### src/rtl/npu_cube_acc_requant.sv
// Accumulates signed add-tree partials over a programmable length, then rounds, shifts and saturates to int8.
// Optional ReLU clamp is built only when NPU_CUBE_ACC_RELU_EN is defined.
module npu_cube_acc_requant #(
  parameter int unsigned DWIN  = 19,
  parameter int unsigned DWACC = 32,
  parameter int unsigned DWOUT = 8,
  parameter int unsigned LENW  = 12,
  parameter int unsigned SHW   = 5
) (
  input  logic                    clk,
  input  logic                    rst,
  input  logic                    start,
  input  logic [LENW-1:0]         cfg_len,
  input  logic [SHW-1:0]          cfg_shift,
  input  logic                    cfg_relu,
  input  logic signed [DWIN-1:0]  in_data,
  input  logic                    in_valid,
  output logic                    in_ready,
  output logic signed [DWOUT-1:0] out_data,
  output logic signed [DWACC-1:0] out_acc,
  output logic                    out_ovf,
  output logic                    out_valid,
  input  logic                    out_ready,
  output logic                    busy
);

  typedef enum logic [1:0] {IDLE, ACC, OUT} state_t;

  localparam logic signed [DWACC-1:0] ACC_MAX = {1'b0, {(DWACC-1){1'b1}}};
  localparam logic signed [DWACC-1:0] ACC_MIN = {1'b1, {(DWACC-1){1'b0}}};
  localparam logic signed [DWACC-1:0] OUT_MAX = {{(DWACC-DWOUT+1){1'b0}}, {(DWOUT-1){1'b1}}};
  localparam logic signed [DWACC-1:0] OUT_MIN = {{(DWACC-DWOUT+1){1'b1}}, {(DWOUT-1){1'b0}}};

  state_t                  state;
  logic signed [DWACC-1:0] acc;
  logic [LENW-1:0]         count;
  logic [LENW-1:0]         len;
  logic [SHW-1:0]          shift;
  logic                    ovf;
`ifdef NPU_CUBE_ACC_RELU_EN
  logic                    relu;
`else
  logic                    unused_relu;
  assign unused_relu = cfg_relu;
`endif

  logic                    beat_c;
  logic [DWACC:0]          sum_wide_c;
  logic signed [DWACC-1:0] acc_nxt_c;
  logic                    sat_c;
  logic [DWACC:0]          rnd_c;
  logic [DWACC:0]          rsum_c;
  logic signed [DWACC-1:0] r_sat_c;
  logic signed [DWACC-1:0] r_sh_c;
  logic signed [DWACC-1:0] r_cl_c;
  logic signed [DWOUT-1:0] q_c;

  assign beat_c = in_valid && in_ready;

  // Saturating accumulate: overflow shows as disagreement between the guard bit and the sign bit
  always_comb begin
    sum_wide_c = {acc[DWACC-1], acc} + {{(DWACC+1-DWIN){in_data[DWIN-1]}}, in_data};
    sat_c      = sum_wide_c[DWACC] != sum_wide_c[DWACC-1];
    acc_nxt_c  = sum_wide_c[DWACC-1:0];
    if (sat_c) acc_nxt_c = sum_wide_c[DWACC] ? ACC_MIN : ACC_MAX;
  end

  // Requantize the post-beat accumulator so the result can register on the last beat
  always_comb begin
    rnd_c = '0;
    if (shift != '0) rnd_c = (DWACC+1)'(1) << (shift - SHW'(1));
    rsum_c  = {acc_nxt_c[DWACC-1], acc_nxt_c} + rnd_c;
    r_sat_c = rsum_c[DWACC-1:0];
    if (rsum_c[DWACC] != rsum_c[DWACC-1]) r_sat_c = ACC_MAX;
    r_sh_c = r_sat_c >>> shift;
    if (32'(shift) >= DWACC) r_sh_c = acc_nxt_c[DWACC-1] ? '1 : '0;
`ifdef NPU_CUBE_ACC_RELU_EN
    if (relu && r_sh_c < 0) r_sh_c = '0;
`endif
    r_cl_c = r_sh_c;
    if (r_sh_c > OUT_MAX) r_cl_c = OUT_MAX;
    else if (r_sh_c < OUT_MIN) r_cl_c = OUT_MIN;
    q_c = r_cl_c[DWOUT-1:0];
  end

  always_ff @(posedge clk) begin
    if (rst) begin
      state     <= IDLE;
      acc       <= '0;
      count     <= '0;
      len       <= '0;
      shift     <= '0;
      ovf       <= 1'b0;
`ifdef NPU_CUBE_ACC_RELU_EN
      relu      <= 1'b0;
`endif
      in_ready  <= 1'b0;
      busy      <= 1'b0;
      out_data  <= '0;
      out_acc   <= '0;
      out_ovf   <= 1'b0;
      out_valid <= 1'b0;
    end else begin
      case (state)
        IDLE: begin
          if (start) begin
            len      <= (cfg_len == '0) ? LENW'(1) : cfg_len;
            shift    <= cfg_shift;
`ifdef NPU_CUBE_ACC_RELU_EN
            relu     <= cfg_relu;
`endif
            acc      <= '0;
            count    <= '0;
            ovf      <= 1'b0;
            in_ready <= 1'b1;
            busy     <= 1'b1;
            state    <= ACC;
          end
        end
        ACC: begin
          if (beat_c) begin
            acc   <= acc_nxt_c;
            ovf   <= ovf | sat_c;
            count <= count + LENW'(1);
            if (count + LENW'(1) == len) begin
              in_ready  <= 1'b0;
              out_valid <= 1'b1;
              out_data  <= q_c;
              out_acc   <= acc_nxt_c;
              out_ovf   <= ovf | sat_c;
              state     <= OUT;
            end
          end
        end
        OUT: begin
          if (out_ready) begin
            out_valid <= 1'b0;
            busy      <= 1'b0;
            state     <= IDLE;
          end
        end
        default: begin
          in_ready  <= 1'b0;
          out_valid <= 1'b0;
          busy      <= 1'b0;
          state     <= IDLE;
        end
      endcase
    end
  end

endmodule
### config.mk
export PLATFORM = sky130hd
export DESIGN_NAME = npu_cube_acc_requant
export DESIGN_NICKNAME = d
export VERILOG_FILES = /design/src/rtl/npu_cube_acc_requant.sv
export SDC_FILE = /design/constraint.sdc
export NUM_CORES = 1
export LEC_CHECK = 0
export ABC_AREA = 1
export ABC_CLOCK_PERIOD_IN_PS = 7200
export BUFFER_PORTS_ARGS = -buffer_cell sky130_fd_sc_hd__clkbuf_2
export CAP_MARGIN = 5
export CORE_ASPECT_RATIO = 2
export CORE_MARGIN = 3
export CORE_UTILIZATION = 34
export CTS_CLUSTER_SIZE = 16
export DETAILED_ROUTE_END_ITERATION = 8
export PLACE_DENSITY_LB_ADDON = 0.15
export SYNTH_ARGS = -nofsm -noshare
export SYNTH_HDL_FRONTEND = slang
export SYNTH_SLANG_ARGS = --single-unit
### constraint.sdc
create_clock -name clk -period 7.2 [get_ports clk]
set_input_delay 1.44 -clock clk [delete_from_list [all_inputs] [get_ports clk]]
set_output_delay 1.44 -clock clk [all_outputs]
set_load 0.02 [all_outputs]
---- Word level (Yosys, flattened, before mapping) ----
Cells that the tools add are included.
storage, ports and cells
  input bits .............................. 42
  register bits ........................... 108
  output and inout bits ................... 44
cells by class
  order comparisons ....................... 2
  shift-type cells ........................ 2
  muxes and demuxes ....................... 30
  add/subtract/negate cells ............... 4
  eq/ne operators ......................... 9
  bitwise gates (word level) .............. 4
  reductions and logical operators ........ 12
operator list
  cell                                                 count
  2-to-1 mux 32 bit                                    5
  case mux 32 bit (2 select lines)                     1
  2-to-1 mux 12 bit                                    3
  adder 32 x 19 -> 33 bit                              1
  adder 33 bit                                         1
  2-to-1 mux 33 bit                                    1
  << shifter 1 x 5 -> 33 bit, first input constant     1
  > comparator 32 x 8 -> 1 bit, second input constant  1
  < comparator 32 x 8 -> 1 bit, second input constant  1
  >>> shifter 32 x 5 -> 32 bit                         1
  case mux 12 bit (2 select lines)                     1
  2-to-1 mux 8 bit                                     2
  adder 12 x 1 -> 12 bit, second input constant        1
  equality test 12 bit                                 1
  logical NOT 12 bit                                   1
  AND reduction 4 bit                                  3
  case mux 1 bit (3 select lines)                      3
  AND reduction 3 bit                                  3
  2-to-1 mux 1 bit                                     8
  2-to-1 mux 2 bit                                     4
  != test 2 bit, second input constant                 4
  case mux 2 bit (3 select lines)                      1
  nonzero test 5 bit                                   1
  subtractor 5 x 1 -> 5 bit, second input constant     1
  other kinds (10)                                     13

---- Longest topological paths before layout ----
Gate-level depths: netlist (run 1).
  depth after elaboration ................. 10
  depth in mapped cells ................... 53
  depth with buffers taken out ............ 50

---- Least setup slack after synthesis (run 1) ----
OpenSTA, ideal clock, no wires.
  path type ............................... input to register
  start point ............................. input in_data[0]
  end point ............................... register out_data[0]
  arrival ................................. 6797 ps
  required time ........................... 7073 ps
  slack ................................... 276 ps
  library setup time ...................... 127 ps
  cell stages on the path ................. 48
  path through ............................ ha_1 -> inv_1 -> fa_1 -> inv_1 -> nand2_1 -> nand2_1 -> nand3_1 -> nand2_2 -> nand2_2 -> nand2_2 -> nand2_2 -> nand3_2 -> nand2_2 -> ha_1 -> inv_1 -> clkbuf_1 -> nand2_1 -> clkbuf_1 -> (+12 left out) -> nand3_1 -> nand3_2 -> nand2_1 -> ha_1 -> inv_1 -> nand2_1 -> nand2_1 -> nand2_1 -> nand2_1 -> nand3_1 -> nand3_1 -> nand2_1 -> nor2_1 -> nand2_1 -> nor2_1 -> nand3_2 -> a21oi_4 -> a21oi_2
on the way
  longest elaborated chain between the ends .. 10
RTL lines
  item                                                line    source
  from (decl)                                         16      input logic signed [DWIN-1:0] in_data,
  adder 32 x 19 -> 33 bit *                           62      sum_wide_c = {acc[DWACC-1], acc} + {{(DWACC+1-DWIN){in_data[DWIN-1]}}, in_data};
  2-to-1 mux 32 bit or != test 1 bit (tied branches)  65, 63
  2-to-1 mux 32 bit *                                 65      if (sat_c) acc_nxt_c = sum_wide_c[DWACC] ? ACC_MIN : ACC_MAX;
  via acc_nxt_c[0]                                    49      logic signed [DWACC-1:0] acc_nxt_c;
  adder 33 bit *                                      72      rsum_c = {acc_nxt_c[DWACC-1], acc_nxt_c} + rnd_c;
  != test 1 bit                                       74      if (rsum_c[DWACC] != rsum_c[DWACC-1]) r_sat_c = ACC_MAX;
  2-to-1 mux 32 bit *                                 74
  >>> shifter 32 x 5 -> 32 bit *                      75      r_sh_c = r_sat_c >>> shift;
  < comparator 32 x 8 -> 1 bit                        82      else if (r_sh_c < OUT_MIN) r_cl_c = OUT_MIN;
  2-to-1 mux 8 bit                                    82
  2-to-1 mux 8 bit *                                  81      if (r_sh_c > OUT_MAX) r_cl_c = OUT_MAX;
  to (signal assigned)                                128     out_data <= q_c;
  to (decl)                                           19      output logic signed [DWOUT-1:0] out_data,
The timed path passes the listed nets; every way through them passes the cells marked *.
A chain may end at the register's enable or synchronous reset.

---- Worst setup path after layout (run 1) ----
  start point ............................. input in_data[0]
  end point ............................... register out_data[1]
Same word-level chain as after synthesis.

==> results of run 1 <==
[worst max-delay path by stage]
stage                            from  slack (ns)  depth (start not counted)           to
final                      in_data[0]        0.32                         51  out_data[1]
after global routing       in_data[0]       -0.11                         50  out_data[0]
after CTS                  in_data[0]       0.004                         53  out_data[1]
after detailed placement  in_data[18]       -0.78                         39  out_data[1]
after global placement    in_data[18]       -0.66                         43  out_data[1]
after floorplan            in_data[0]        0.28                         48  out_data[0]
[synthesized netlist by cell type (4+ instances only)]
cell type	number
ha_1	67
a21oi_2	9
buf_1	5
xnor2_1	22
inv_1	188
o21bai_1	9
nand3_1	188
nor3_1	10
o21ai_1	5
or2_2	12
a31oi_1	16
clkbuf_1	54
o21a_1	7
nand4_1	15
dfxtp_1	108
nand2_1	514
a21o_1	5
a21oi_1	154
o211ai_1	4
nand2_2	10
o21ai_0	135
nor2_1	178
nand3_2	14
buf_2	10
xor2_1	25
nor4_1	6
[power by group]
group	internal [mW]	switching [mW]	total, mW
registers	0.613	0.0207	0.634
clock network	0.251	0.281	0.532
logic	0.636	0.837	1.47
[metal layers]
metal	up-vias	part of all wire, %
li1	6730	-
met1	5981	33
met2	279	55
met3	148	2.4
met4	0	9.5
met5	-	0
[registers in the layout, indices dropped and copies added (netlist names)]
| name | count |
|---|---|
| out_ovf | 1 |
| busy | 1 |
| ovf | 1 |
| state | 2 |
| len | 12 |
| out_acc | 32 |
| in_ready | 1 |
| count | 12 |
| shift | 5 |
| out_valid | 1 |
| out_data | 8 |
| acc | 32 |
[cell type report]
cell class / instances / area, µm² / area share [%]
inverter: 192 / 721 / 4.75
sequential: 108 / 2160 / 14.2
clock buffer: 9 / 225 / 1.48
tap: 414 / 518 / 3.41
timing repair buffer: 446 / 3330 / 21.9
clock inverter: 7 / 87.6 / 0.577
multi-input combinational: 1440 / 8140 / 53.6
[what timing repair did]
item                                    CTS  global route
resized for setup                        34           147
endpoints found under the setup margin    7             7
setup buffers                             3            13
cloned                                    1             4
pin swaps                                 3            40
[logic make-up (layout without fill, tap and decap cells)]
logic type / after synthesis / count (layout) / synth area share, %
adder cells (fa/ha/maj): 69 / 69 / 8.27
multiplexers: 2 / 2 / 0.189
flip-flops: 108 / 108 / 20.4
buffers and inverters: 266 / 654 / 9.87
other: 1 / 1 / 0.0353
AND/OR/NAND/NOR: 958 / 958 / 38.5
XOR/XNOR: 47 / 47 / 3.88
AO/OA/AOI/OAI: 363 / 363 / 18.9
[stage by stage]
step	setup TNS, ns	std cells
finish	0	2616
global route	-0.706	2616
global placement	-4.60	2579
floorplan	0	1814
detailed placement	-5.40	2579
CTS	0	2599
[worst max-delay path: cells and delay by family]
family          cells  cell delay [ns]
simple gates       32             2.85
buf+inv            12             1.31
compound gates      2             0.20
fa+ha+maj           5             1.33
==> impl_metrics.csv, run 1 <==
group,metric,value,unit
run_status,outcome,"complete, no violations",
sta,finalSetupViolations,0,
layout,fill_cells,3255,
global_route,grtUsageMet1,22.6,%
drt,first_pass_iters,8,
sta,whs,0.449,ns
layout,fin_area,0.0152,mm²
cts,htree_levels,3,
cts,postCtsHoldBufs,0,
floorplanning,die_h,256,µm
critical_path,crit_path_start_kind,"input pin",
drt,vias,13100,
critical_path,worstSetupEndpointType,"flip-flop",
yosys,synth_top_area_share,20.4,%
critical_path,crit_fanout,11,
layout,antenna_cells,0,
yosys,yosysSeqAreaShare,20.4,%
layout,drive_above_1_share,29.4,%
yosys,synth_seq_cells,108,
global_route,grt_pass1_vias,13200,
yosys,netlist_area,0.0106,mm²
global_route,met3_usage,2.67,%
sta,fin_crit_sh,95.6,%
yosys,yosys.area.top_type,"dfxtp_1",
worst_hold_path,hp-start,"out_acc[28]",
sta,timing.fmax,145,MHz
floorplanning,rows,90,
floorplanning,core_area,0.0305,mm²
drt,ant_nets,0,
layout,final_cell_mix,"nand2_1 (492), buf_4 (350), inv_1 (176)",
critical_path,arrival,7.16,ns
placed_design,place_ws,-0.782,ns
yosys,synth_cells,1814,
critical_path,r2r_end,"out_data[1]",
drt,drt_iter0_markers,543,
cts,cts_buffer_depth,2,
sta,period_needed,6.88,ns
floorplanning,ios,86,
critical_path,r2r_cells,50,
cts,clock_sinks,108,
yosys,ys_warn_count,0,
worst_hold_path,min_to,"out_acc[28]",
worst_hold_path,hold_class,"flip-flop to flip-flop",
drt,wl_per_cell,16.8,µm
global_route,top_usage_layer,"met2",
sta,drv_slew,0,
layout,fin_util,49.8,%
critical_path,critical-path-max-stage-delay,0.37,ns
floorplanning,initial_core_util,34.8,%
yosys,synth.avg_cell_area,5.85,µm²
cts,clk_latency,0.39,ns
critical_path,rrSetupSlack,1.09,ns
global_route,grt.overflow.total,0,
job,max_cap_violations,0,
global_route,grtUsageMet2,48.8,%
global_route,antenna_found_initial,0,
placed_design,gp_congestion,0.991,
floorplanning,die_area,0.0335,mm²
global_route,grtUsageTotal,25.3,%
worst_hold_path,worstHoldPathCells,2,
sta,hold_viol,0,
drt,drt_wl_total,43.9,mm
drt,viasPerCell,5.02,
cts,cts_tree,"done",
sta,setup_ws,0.315,ns
yosys,synth.top_cells.by_area,"dfxtp_1 (20%), nand2_1 (18%), nand3_1 (8.9%)",
cts,cts_buffers,9,
placed_design,place_area,0.0139,mm²
pwr,power_density,174,mW/mm²
pwr,ir_drop,0.178,mV
critical_path,path_class,"input pin to flip-flop",
drt,drc,0,
global_route,grt_pass1_wl,66.1,mm
critical_path,timing.rr.start,"acc[0]",
layout,layout_commonest_cell,"nand2_1",
yosys,syn_nets,1925,
global_route,grt_max_degree,57,
sta,worst_pin_slew,1.17,ns
sta,max-slew-margin-rel,21.8,%
placed_design,hpwl,34.7,mm
yosys,ys.flop_type,"dfxtp_1",
yosys,async_flop_share,0,%
critical_path,crit_top_cell,"nand2_1",
pwr,p_leak,7.48,nW
yosys,synth_cell_types,54,
critical_path,worstPathRequired,7.48,ns
layout,areaGrowthSynthToFinish,43.0,%
critical_path,slowest_stage,"fa_1",
pwr,p_total,2.64,mW
floorplanning,die_w,131,µm
cts,cts-root-buf,"clkbuf_16",
yosys,synth_edf_count,0,
layout,nNetsFinal,2308,
placed_design,portBuffers,84,
sta,fin_worst_skew,0.0172,ns
cts,cts.reportedPaths.clkPinSlew,0.09,ns
(Power assumes the default switching activity.)
==> run 2, diff against run 1 <==
--- a/config.mk
+++ b/config.mk
@@ -6,7 +6,7 @@
 export NUM_CORES = 1
 export LEC_CHECK = 0
 export ABC_AREA = 1
-export ABC_CLOCK_PERIOD_IN_PS = 7200
+export ABC_CLOCK_PERIOD_IN_PS = 8200
 export BUFFER_PORTS_ARGS = -buffer_cell sky130_fd_sc_hd__clkbuf_2
 export CAP_MARGIN = 5
 export CORE_ASPECT_RATIO = 2
@@ -18,3 +18,4 @@
 export SYNTH_ARGS = -nofsm -noshare
 export SYNTH_HDL_FRONTEND = slang
 export SYNTH_SLANG_ARGS = --single-unit
+export TNS_END_PERCENT = 100
==> constraint.sdc (replaced) <==
create_clock -name clk -period 8.2 [get_ports clk]
set_input_delay 1.64 -clock clk [delete_from_list [all_inputs] [get_ports clk]]
set_output_delay 1.64 -clock clk [all_outputs]
set_load 0.02 [all_outputs]
==> run 2 against run 1 <==
Net effect: sequential share of layout area is 2.4 points higher; highest routed layer unchanged; non-clock buffer count decreased by 187; largest cell class unchanged; die area did not move.
==> impl_metrics.csv, run 2 (synthesis results as in run 1) <==
group,metric,value,unit
layout,fin_util,42.5,%
cts,clk_latency,0.38,ns
floorplanning,die_area,0.0335,mm²
global_route,met3_usage,2.36,%
sta,worst_pin_slew,1.12,ns
floorplanning,core_area,0.0305,mm²
layout,nNetsFinal,2121,
layout,antenna_cells,0,
critical_path,timing.rr.start,"acc[0]",
placed_design,gp_congestion,0.976,
drt,first_pass_iters,5,
critical_path,r2r_cells,48,
cts,cts-root-buf,"clkbuf_16",
drt,drt_wl_total,40.6,mm
layout,areaGrowthSynthToFinish,22.1,%
cts,postCtsHoldBufs,0,
sta,max-slew-margin-rel,25.2,%
worst_hold_path,min_to,"out_acc[19]",
job,max_cap_violations,0,
cts,post_cts_buffers,0,
run_status,outcome,"complete, no violations",
pwr,power_density,160,mW/mm²
placed_design,portBuffers,84,
sta,whs,0.446,ns
sta,finalSetupViolations,0,
drt,vias,12400,
drt,drt_iter0_markers,584,
critical_path,crit_fanout,33,
global_route,grt_pass1_vias,12400,
pwr,p_leak,6.39,nW
cts,cts_tree,"done",
cts,cts_buffer_depth,2,
drt,ant_nets,0,
worst_hold_path,hold_class,"flip-flop to flip-flop",
critical_path,arrival,7.98,ns
cts,cts.reportedPaths.clkPinSlew,0.07,ns
global_route,antenna_found_initial,0,
floorplanning,initial_core_util,34.8,%
sta,period_needed,7.71,ns
global_route,top_usage_layer,"met2",
floorplanning,die_h,256,µm
critical_path,rrSetupSlack,1.52,ns
critical_path,crit_path_start_kind,"input pin",
placed_design,place_area,0.0126,mm²
global_route,grtUsageMet2,46.7,%
cts,cts_resized,0,
placed_design,hpwl,33.7,mm
sta,fin_crit_sh,94.1,%
floorplanning,die_w,131,µm
layout,layout_commonest_cell,"nand2_1",
global_route,grt_pass1_wl,63.3,mm
layout,seq_area,0.00216,mm²
worst_hold_path,worstHoldPathCells,2,
critical_path,worstSetupEndpointType,"flip-flop",
critical_path,r2r_end,"out_data[2]",
cts,cts_buffers,9,
sta,timing.fmax,130,MHz
global_route,grtUsageTotal,24.3,%
floorplanning,rows,90,
sta,drv_slew,0,
layout,final_cell_mix,"nand2_1 (514), inv_1 (188), nand3_1 (188)",
sta,tns,0,ns
drt,wl_per_cell,16.7,µm
layout,fill_cells,3355,
pwr,ir_drop,0.170,mV
layout,multi_input_area,0.00746,mm²
cts,htree_levels,3,
critical_path,critical-path-max-stage-delay,0.40,ns
critical_path,path_class,"input pin to flip-flop",
global_route,grt.overflow.total,0,
sta,grt_setup_unrepaired,"no",
global_route,grtUsageMet1,21.9,%
worst_hold_path,hp-start,"out_acc[19]",
drt,drc,0,
layout,drive_above_1_share,16.7,%
cts,clock_sinks,108,
sta,hold_viol,0,
layout,fin_area,0.0130,mm²
sta,fin_worst_skew,0.0148,ns
critical_path,slowest_stage,"ha_1",
critical_path,crit_top_cell,"nand2_1",
global_route,grt_max_degree,57,
drt,viasPerCell,5.10,
floorplanning,ios,86,
critical_path,worstPathRequired,8.46,ns
layout,top_regs,"acc: 32 flops, out_acc: 32 flops",
[run 2: cell types whose count changed in the layout (fill, tap and decap cells not counted), moves of 12 or more]
| cell | before | now |
|---|---|---|
| inv_1 | 176 | 188 |
| nand2_1 | 492 | 514 |
| ha_1 | 46 | 65 |
| inv_2 | 15 | 3 |
| ha_4 | 20 | 2 |
| o21ai_0 | 104 | 129 |
| o21ai_1 | 23 | 11 |
| o21ai_2 | 13 | 0 |
| nand3_1 | 153 | 188 |
| nand3_2 | 45 | 14 |
| buf_4 | 350 | 170 |
| nand2_2 | 28 | 10 |
[run 2: critical path, delay by kind of cell]
family	cells	cell delay, ns
AOI/OAI and AO/OA	4	0.66
adders and majority gates	4	1.39
buffers and inverters	8	1.06
and+or+nand+nor	28	3.20
[run 2: metal layers]
metal / wire length (µm) / part of all wire (%)
met5: 0 / 0
met4: 3740 / 9.2
met3: 868 / 2.1
met2: 22400 / 55
met1: 13700 / 34
[run 2: worst max path at each step]
stage	from	to	slack [ns]	cells past startpoint
6_report	in_data[18]	out_data[2]	0.49	44
5_1_grt	in_data[18]	out_data[0]	0.02	48
4_1_cts	in_data[18]	out_data[1]	0.37	41
3_5_place_dp	in_data[18]	out_data[0]	-0.007	41
3_3_place_gp	in_data[18]	out_data[1]	-0.02	41
2_1_floorplan	in_data[0]	out_data[0]	1.08	48
[run 2: report_power, final]
part / leakage [nW] / switching [mW] / internal [mW] / total [mW]
sequential: 0.875 / 0.0111 / 0.538 / 0.550
combinational: 5.36 / 0.647 / 0.401 / 1.05
clock: 0.151 / 0.225 / 0.248 / 0.474
total: 6.39 / 0.884 / 1.19 / 2.07
[run 2: cell type report]
| class | count | area share, % |
|---|---|---|
| inverter | 192 | 5.56 |
| clock buffer | 10 | 1.84 |
| clock inverter | 6 | 0.550 |
| multi-input combinational | 1440 | 57.5 |
| sequential | 108 | 16.7 |
| tap | 414 | 3.99 |
| timing repair buffer | 259 | 13.9 |
[run 2: per-stage QoR]
step / total power, mW / setup WS [ns] / instances
after floorplan: 1.17 / 1.08 / 1814
after global placement: 1.60 / -0.0216 / 2413
after detailed placement: 1.60 / -0.00738 / 2413
after CTS: 2.09 / 0.366 / 2429
after global routing: 2.22 / 0.0239 / 2429
final: 2.07 / 0.486 / 2429
==> run 3, diff against run 2 <==
--- a/config.mk
+++ b/config.mk
@@ -6,7 +6,7 @@
 export NUM_CORES = 1
 export LEC_CHECK = 0
 export ABC_AREA = 1
-export ABC_CLOCK_PERIOD_IN_PS = 8200
+export ABC_CLOCK_PERIOD_IN_PS = 8900
 export BUFFER_PORTS_ARGS = -buffer_cell sky130_fd_sc_hd__clkbuf_2
 export CAP_MARGIN = 5
 export CORE_ASPECT_RATIO = 2
==> constraint.sdc (replaced) <==
create_clock -name clk -period 8.9 [get_ports clk]
set_input_delay 1.78 -clock clk [delete_from_list [all_inputs] [get_ports clk]]
set_output_delay 1.78 -clock clk [all_outputs]
set_load 0.02 [all_outputs]
==> run 3 against run 2 <==
Net effect: global-route usage shrank 0.13 points; non-clock buffer count down 128; sequential power shrank 7.5%; clock skew fell by 0.0012 ns; cell count down 5.3%; worst setup slack improved by 0.20 ns.
==> impl_metrics.csv, run 3 (synthesis results as in run 1) <==
group,metric,value,unit
placed_design,hpwl,33.2,mm
pwr,p_total,1.77,mW
drt,first_pass_iters,5,
floorplanning,rows,90,
placed_design,place_area,0.0116,mm²
critical_path,worstPathRequired,9.21,ns
global_route,top_usage_layer,"met2",
drt,drt_iter0_markers,605,
layout,drive_above_1_share,11.0,%
sta,whs,0.448,ns
drt,drt_wl_total,40.3,mm
drt,wl_per_cell,17.5,µm
global_route,met3_usage,2.30,%
sta,fin_worst_skew,0.0136,ns
critical_path,crit_fanout,33,
critical_path,critical-path-max-stage-delay,0.58,ns
global_route,antenna_found_initial,0,
cts,cts_tree,"done",
sta,max-slew-margin-rel,24.1,%
global_route,grt.overflow.total,0,
global_route,grtUsageMet2,47.1,%
drt,viasPerCell,5.16,
pwr,comb_power_share,46.4,%
pwr,power_density,148,mW/mm²
sta,period_needed,8.22,ns
layout,layout_commonest_cell,"nand2_1",
global_route,grtUsageMet1,22.0,%
floorplanning,ios,86,
cts,cts_buffer_depth,2,
global_route,grt_pass1_wl,62.5,mm
floorplanning,core_area,0.0305,mm²
floorplanning,die_area,0.0335,mm²
critical_path,crit_path_start_kind,"input pin",
job,max_cap_violations,0,
cts,clk_latency,0.38,ns
pwr,internal_power,973,µW
sta,setup_ws,0.683,ns
cts,clock_sinks,108,
placed_design,gp_congestion,0.958,
global_route,grt_pass1_vias,11900,
sta,fin_crit_sh,92.3,%
drt,drc,0,
cts,cts-root-buf,"clkbuf_16",
critical_path,crit_top_cell,"nand2_1",
global_route,grt_max_degree,57,
sta,drv_slew,0,
sta,finalSetupViolations,0,
worst_hold_path,hold_class,"flip-flop to flip-flop",
pwr,p_leak,5.76,nW
critical_path,slowest_stage,"o21ai_0",
layout,multi_input_area,0.00743,mm²
placed_design,place_ws,0.186,ns
pwr,sw_frac_of_total,44.9,%
layout,top_regs,"acc: 32 flops, out_acc: 32 flops",
cts,htree_levels,3,
layout,fill_cells,3432,
layout,seq_area,0.00216,mm²
layout,nNetsFinal,1993,
floorplanning,die_h,256,µm
drt,ant_nets,0,
cts,cts.reportedPaths.clkPinSlew,0.08,ns
critical_path,path_class,"input pin to flip-flop",
run_status,outcome,"complete, no violations",
placed_design,portBuffers,84,
layout,final_cell_mix,"nand2_1 (514), inv_1 (188), nand3_1 (188)",
floorplanning,die_w,131,µm
sta,tns,0,ns
pwr,power_switching,793,µW
pwr,power.share.clock,24.8,%
drt,vias,11900,
layout,fin_area,0.0119,mm²
global_route,grtUsageTotal,24.1,%
critical_path,arrival,8.53,ns
cts,cts_buffers,9,
pwr,ir_drop,0.107,mV
floorplanning,initial_core_util,34.8,%
sta,worst_pin_slew,1.14,ns
layout,antenna_cells,0,
critical_path,worstSetupEndpointType,"flip-flop",
layout,areaGrowthSynthToFinish,12.5,%
pwr,pwr-share-seq,28.8,%
sta,timing.fmax,122,MHz
sta,hold_viol,0,
sta,grt_setup_unrepaired,"no",
==> run 3: changes by cell type in the layout (fill, tap and decap cells not counted), sizes merged <==
cell / change
buf: -128
inv: +1
clkbuf: -1
==> run 3: per-layer routing <==
layer  up-vias  part of all wire, %
li1       6096                    -
met1      5400                   33
met2       253                   56
met3       117                  2.1
met4         0                  8.1
met5         -                    0
==> run 3: path summary, 6_finish.rpt <==
kind                                   from          end  slack, ns  cells after the start
worst max-delay path            in_data[18]  out_data[1]       0.68                     39
worst min-delay path            out_acc[31]  out_acc[31]       0.45                      2
worst max register to register       acc[0]  out_data[1]       1.98                     48
worst min register to register  out_acc[31]  out_acc[31]       0.45                      2
==> run 3: per-stage QoR <==
| step | utilization, % | instances |
|---|---|---|
| floorplan | - | 1814 |
| global placement | 38.0 | 2284 |
| detailed placement | 38.0 | 2284 |
| CTS | 39.0 | 2300 |
| global route | 39.1 | 2301 |
| finish | 39.1 | 2301 |
==> run 3: power groups by stage <==
stage          Combinational (mW)  Sequential, mW  Clock (mW)
2_1_floorplan               0.561           0.515           0
3_3_place_gp                0.817           0.519           0
3_5_place_dp                0.815           0.520           0
4_1_cts                     0.820           0.508       0.452
5_1_grt                     0.914           0.510       0.466
6_report                    0.819           0.509       0.437
==> run 3: repair_timing <==
| item | 4_1_cts | 5_1_grt |
|---|---|---|
| gates resized for setup | 0 | 4 |
| buffers inserted | 0 | 1 |
| hold buffers | 0 | 0 |
| hold endpoints to repair | 0 | 0 |
| setup endpoints to repair | 0 | 7 |
==> run 3: final cells by class <==
type	count	share of cell area (%)
Multi-Input combinational cell	1440	62.2
Sequential cell	108	18.1
Timing Repair Buffer	131	6.68
Inverter	192	6.03
Tap cell	414	4.34
Clock buffer	9	1.89
Clock inverter	7	0.712
==> run 3: critical path, delay by kind of cell <==
family	cells	cell delay, ns
buffers and inverters	6	0.85
adders and majority gates	3	1.17
AOI/OAI and AO/OA	7	1.79
and+or+nand+nor	23	2.89
